===== src/rtl/trng_fetch_master.sv =====
// Host-side read master for the TRNG read port: raises paced read requests only while the
// FIFO holds data, captures each returned word onto a valid/ready stream and tracks burst progress.
module trng_fetch_master #(
    parameter int REQ_HIGH_CYCLES = 2,
    parameter int REQ_LOW_CYCLES  = 2,
    parameter int VALID_TIMEOUT   = 16,
    parameter int AVAIL_TIMEOUT   = 0,
    parameter int CNT_W           = 8
) (
    input  logic             clk,
    input  logic             rst,
    input  logic             start,
    input  logic [CNT_W-1:0] burst_len,
    input  logic             en_cfg,
    output logic             trng_enable,
    output logic             trng_read_req,
    input  logic [31:0]      trng_data,
    input  logic             trng_data_valid,
    input  logic             trng_fifo_empty,
    output logic [31:0]      m_data,
    output logic             m_valid,
    input  logic             m_ready,
    output logic             busy,
    output logic             done,
    output logic             timeout_err,
    output logic [CNT_W-1:0] words_done
);

    localparam int HI_W = $clog2(REQ_HIGH_CYCLES + 2);
    localparam int LO_W = $clog2(REQ_LOW_CYCLES + 2);
    localparam int VT_W = $clog2(VALID_TIMEOUT + 2);
    localparam int AV_W = $clog2(AVAIL_TIMEOUT + 2);

    localparam logic [HI_W-1:0] HI_LAST = HI_W'(REQ_HIGH_CYCLES - 1);
    localparam logic [LO_W-1:0] LO_LAST = LO_W'(REQ_LOW_CYCLES - 1);
    localparam logic [VT_W-1:0] VT_LAST = VT_W'(VALID_TIMEOUT - 1);
    localparam logic [AV_W-1:0] AV_LAST = AV_W'((AVAIL_TIMEOUT == 0) ? 0 : AVAIL_TIMEOUT - 1);

    typedef enum logic [2:0] {
        S_IDLE       = 3'd0,
        S_WAIT_AVAIL = 3'd1,
        S_REQ_HIGH   = 3'd2,
        S_REQ_LOW    = 3'd3,
        S_HOLD       = 3'd4,
        S_FIN        = 3'd5
    } state_t;

    state_t           state_q;
    logic [CNT_W-1:0] len_q;
    logic [CNT_W-1:0] words_q;
    logic [CNT_W-1:0] words_d;
    logic [HI_W-1:0]  hi_cnt_q;
    logic [LO_W-1:0]  lo_cnt_q;
    logic [VT_W-1:0]  vt_cnt_q;
    logic [AV_W-1:0]  av_cnt_q;
    logic             pending_q;
    logic             req_q;
    logic             en_q;
    logic [31:0]      m_data_q;
    logic             m_valid_q;
    logic             busy_q;
    logic             done_q;
    logic             timeout_q;

    logic             accept;
    logic             capture;
    logic             vt_expired;

    // Stream handshake, word capture and response-timeout qualifiers
    always_comb begin
        accept     = m_valid_q & m_ready;
        capture    = pending_q & trng_data_valid;
        vt_expired = 1'b0;
        if (accept) begin
            words_d = words_q + CNT_W'(1);
        end else begin
            words_d = words_q;
        end
        if (pending_q && !trng_data_valid && (vt_cnt_q == VT_LAST)) begin
            vt_expired = 1'b1;
        end else begin
            vt_expired = 1'b0;
        end
    end

    // Burst sequencer with registered request, stream and status outputs
    always_ff @(posedge clk) begin
        if (rst) begin
            state_q   <= S_IDLE;
            len_q     <= {CNT_W{1'b0}};
            words_q   <= {CNT_W{1'b0}};
            hi_cnt_q  <= {HI_W{1'b0}};
            lo_cnt_q  <= {LO_W{1'b0}};
            vt_cnt_q  <= {VT_W{1'b0}};
            av_cnt_q  <= {AV_W{1'b0}};
            pending_q <= 1'b0;
            req_q     <= 1'b0;
            en_q      <= 1'b0;
            m_data_q  <= 32'd0;
            m_valid_q <= 1'b0;
            busy_q    <= 1'b0;
            done_q    <= 1'b0;
            timeout_q <= 1'b0;
        end else begin
            en_q    <= en_cfg;
            done_q  <= 1'b0;
            words_q <= words_d;
            if (accept) begin
                m_valid_q <= 1'b0;
            end
            // The response window spans both request phases, so capture is decoupled from the state
            if (capture) begin
                m_data_q  <= trng_data;
                m_valid_q <= 1'b1;
                pending_q <= 1'b0;
            end else if (pending_q) begin
                vt_cnt_q <= vt_cnt_q + VT_W'(1);
            end

            case (state_q)
                S_IDLE: begin
                    if (start) begin
                        len_q     <= burst_len;
                        words_q   <= {CNT_W{1'b0}};
                        timeout_q <= 1'b0;
                        busy_q    <= 1'b1;
                        av_cnt_q  <= {AV_W{1'b0}};
                        state_q   <= (burst_len == {CNT_W{1'b0}}) ? S_FIN : S_WAIT_AVAIL;
                    end
                end
                S_WAIT_AVAIL: begin
                    if (!trng_fifo_empty) begin
                        req_q     <= 1'b1;
                        pending_q <= 1'b1;
                        vt_cnt_q  <= {VT_W{1'b0}};
                        hi_cnt_q  <= {HI_W{1'b0}};
                        state_q   <= S_REQ_HIGH;
                    end else if ((AVAIL_TIMEOUT != 0) && (av_cnt_q == AV_LAST)) begin
                        timeout_q <= 1'b1;
                        state_q   <= S_FIN;
                    end else begin
                        av_cnt_q <= av_cnt_q + AV_W'(1);
                    end
                end
                S_REQ_HIGH: begin
                    if (vt_expired) begin
                        timeout_q <= 1'b1;
                        req_q     <= 1'b0;
                        pending_q <= 1'b0;
                        state_q   <= S_FIN;
                    end else if (hi_cnt_q == HI_LAST) begin
                        req_q    <= 1'b0;
                        lo_cnt_q <= {LO_W{1'b0}};
                        state_q  <= S_REQ_LOW;
                    end else begin
                        hi_cnt_q <= hi_cnt_q + HI_W'(1);
                    end
                end
                S_REQ_LOW: begin
                    if (vt_expired) begin
                        timeout_q <= 1'b1;
                        pending_q <= 1'b0;
                        state_q   <= S_FIN;
                    end else if (lo_cnt_q == LO_LAST) begin
                        if (!pending_q) begin
                            state_q <= S_HOLD;
                        end
                    end else begin
                        lo_cnt_q <= lo_cnt_q + LO_W'(1);
                    end
                end
                S_HOLD: begin
                    // The word may already have been accepted while the request was still pacing low
                    if (!m_valid_q || accept) begin
                        av_cnt_q <= {AV_W{1'b0}};
                        state_q  <= (words_d == len_q) ? S_FIN : S_WAIT_AVAIL;
                    end
                end
                S_FIN: begin
                    done_q  <= 1'b1;
                    busy_q  <= 1'b0;
                    state_q <= S_IDLE;
                end
                default: begin
                    state_q <= S_IDLE;
                end
            endcase
        end
    end

    assign trng_enable   = en_q;
    assign trng_read_req = req_q;
    assign m_data        = m_data_q;
    assign m_valid       = m_valid_q;
    assign busy          = busy_q;
    assign done          = done_q;
    assign timeout_err   = timeout_q;
    assign words_done    = words_q;

endmodule

===== config.mk =====
export PLATFORM = sky130hd
export DESIGN_NAME = trng_fetch_master
export DESIGN_NICKNAME = d
export VERILOG_FILES = /design/src/rtl/trng_fetch_master.sv
export SDC_FILE = /design/constraint.sdc
export NUM_CORES = 1
export LEC_CHECK = 0
export CAP_MARGIN = 20
export CORE_ASPECT_RATIO = 1.1
export CORE_UTILIZATION = 50
export DETAILED_ROUTE_END_ITERATION = 8
export PLACE_DENSITY = 0.85
export SYNTH_ARGS = -nofsm -noshare
export SYNTH_HDL_FRONTEND = slang
export SYNTH_SLANG_ARGS = --single-unit

===== constraint.sdc =====
create_clock -name clk -period 3.4 [get_ports clk]
set_clock_uncertainty 0.15 [all_clocks]
set_input_delay 0.68 -clock clk [delete_from_list [all_inputs] [get_ports clk]]
set_output_delay 0.68 -clock clk [all_outputs]
set_load 0.1 [all_outputs]

==> impl_metrics.json <==
{
  "synth_edf_count": 0,
  "p_int_mw": 1.43,
  "fin_nets": 511,
  "hold_violations": 0,
  "setup_viol": 0,
  "ioPinCount": 93,
  "synth_top_cell_by_area": "dfxtp_1",
  "cts_buffers": 9,
  "ir_worst_vdd_mv": 0.323,
  "synth_top_area_share": 0.452,
  "hold_buffers": 0,
  "n_fill_cell": 472,
  "comb_power_share": 0.153,
  "relSlewSlack": 0.597,
  "cts.sinks": 67,
  "clk_pin_slew_ns": 0.07,
  "ant_nets": 0,
  "max_freq_ghz": 0.440,
  "grt_pass1_vias": 2632,
  "synthArstFlopShare": 0,
  "finalWirelength_mm": 7.00,
  "dpl.hpwl_mm": 4.91,
  "placed_cell_area_um2": 3780,
  "synth_fp_nets": 427,
  "instances_no_fill": 541,
  "slew_viol_final": 0,
  "tns_ns": 0,
  "clock_latency_ns": 0.35,
  "critPathKind": "in2reg",
  "ys_seq_elements": 67,
  "core-area_um2": 5730,
  "status": "complete, no violations",
  "placed_cells_incl_taps": 525,
  "die_h_um": 82.8,
  "grt_max_degree": 44,
  "clockRootBuffer": "clkbuf_8",
  "post-route-util": 0.704,
  "dieArea_um2": 6250,
  "synth.area.top_cells": "dfxtp_1, nand2_1, a21oi_1, nor2_1, xnor2_1",
  "post-route-min-period_ns": 2.27,
  "synth-main-ff-cell": "dfxtp_1",
  "seqCellArea_um2": 1340,
  "h-tree-depth": 3,
  "grt_use_total": 0.235,
  "cts_tree": "done",
  "ys_warn_count": 0,
  "finalWeightedCongestion": 0.880,
  "rsz0062_at_grt": "no",
  "pwr_density_cell_nw_per_um2": 486,
  "syn_area_um2": 2970,
  "p_switching_mw": 0.532,
  "fin_crit_sh": 0.669,
  "crit_path_end_kind": "flip-flop",
  "worstMarginPinSlew_ns": 0.602,
  "grt_pass1_wl_mm": 11.4,
  "synth_cells": 375,
  "antenna_found_initial": 0,
  "yosysSeqAreaShare": 0.452,
  "cts_setup_buffers": 0,
  "pwr-share-seq": 0.429,
  "clockBufferDepth": 2,
  "fin_area_um2": 4030,
  "drive_gt1_frac": 0.155,
  "p_sw_frac": 0.271,
  "drv_cap": 0,
  "crit_required_ns": 3.52,
  "drc": 0,
  "crit_fanout": 7,
  "synthDistinctLibCells": 48,
  "die_width_um": 75.5,
  "wl_per_cell_um": 12.9,
  "num_vias": 2836,
  "overflow": 0,
  "first_iter_violations": 177,
  "whs_ns": 0.305,
  "crit_arrival_ns": 2.39,
  "cts_resized": 0,
  "critPathLaunchType": "input port",
  "firstDrtPassIters": 4,
  "initial_utilization": 0.518,
  "drt-vias-per-instance": 5.24,
  "hp-class": "reg2reg",
  "numPortBuffers": 92,
  "p_clk_frac": 0.418,
  "num_rows": 29,
  "area_growth_pct": 35.9,
  "leakage_nw": 1.52,
  "syn_avg_cell_area_um2": 7.92,
  "diodes": 0,
  "multi_input_area_um2": 1500
}
## path summary, 6_finish.rpt
kind	start	to	slack [ns]	depth (start not counted)
setup / recovery	m_ready	state_q[2]	1.13	6
hold / removal	lo_cnt_q[1]	lo_cnt_q[1]	0.30	2
setup reg to reg	vt_cnt_q[0]	hi_cnt_q[1]	1.20	9
hold reg to reg	lo_cnt_q[1]	lo_cnt_q[1]	0.30	2
## critical path, cell delays in order
cell and delay [ns]:
clkdlybuf4s50_1 0.59, and4_1 0.26, nand4_1 0.25, xnor2_1 0.22
o221ai_1 0.16, o31ai_2 0.23
## sequential cells by signal, indices dropped and copies added, names as in the netlist, 2 cells and up
name	cells
len_q	8
state_q	3
hi_cnt_q	2
lo_cnt_q	2
vt_cnt_q	5
words_done	8
m_data	32
## metal layers
layer  track usage  part of all wire  vias up
li1              -                 -     1435
met2         0.389              0.48      100
met4         0.103             0.020        0
met5             0                 0        -
met1         0.276              0.43     1288
met3        0.0692             0.070       13
## cells in the final DEF (no fill, tap or decap), types with 5 or more instances in the layout
cell type	synthesis	layout
xnor2_1	9	9
buf_4	0	49
nand3_1	8	8
xor2_1	6	6
nand2b_1	5	5
ha_1	5	5
a21oi_1	54	54
nand2_1	97	97
inv_1	6	6
dfxtp_1	67	67
clkdlybuf4s50_1	0	45
clkbuf_8	0	10
nor3_1	9	9
nor2_1	28	28
## cell families (layout without fill, tap and decap cells)
logic type,Yosys count,in the layout,synth area share
simple gates,183,183,0.289
compound gates,74,74,0.142
flops,67,67,0.452
buf+inv,28,117,0.0426
xor+xnor,15,15,0.0442
fa+ha+maj,5,5,0.0211
mux,3,3,0.0101
## power by group through the flow
stage                     clock [mW]  sequential [mW]  combinational, mW
after floorplan                    0            0.930              0.129
after global placement             0            0.859              0.297
after detailed placement           0            0.860              0.299
after CTS                      0.828            0.842              0.300
after global routing           0.865            0.846              0.321
final                          0.820            0.842              0.299
## per-stage QoR
| stage | total power [mW] | setup WS, ns |
|---|---|---|
| 2_1_floorplan | 1.06 | 0.798 |
| 3_3_place_gp | 1.16 | 0.835 |
| 3_5_place_dp | 1.16 | 0.807 |
| 4_1_cts | 1.97 | 1.12 |
| 5_1_grt | 2.03 | 0.992 |
| 6_report | 1.96 | 1.13 |
## final cells by class
cell class                 instances  share of cell area
tap                               77              0.0239
inverter                           6             0.00558
clock inverter                     6              0.0276
multi-input combinational        280               0.372
clock buffer                      10              0.0341
sequential                        67               0.333
timing repair buffer              95               0.204
## synthesized netlist by cell type (2+ instances only)
cell type and count:
nor3b_1 2, o21ai_0 2, and3_1 3, nor2_1 28, ha_1 5, or2_2 2
xor2_1 6, nand2_1 97, inv_1 6, nand4b_1 3, nor2b_1 4, nand3_1 8
nand3b_1 4, buf_1 2, a211oi_1 2, buf_2 5, a31oi_1 4, nor4_1 2
or3_1 3, nand4_1 4, buf_6 2, nand2b_1 5, mux2i_1 3, xnor2_1 9
nor3_1 9, a21oi_1 54, dfxtp_1 67, and2_1 2, clkbuf_1 13
Power figures use the tool's default switching activity.
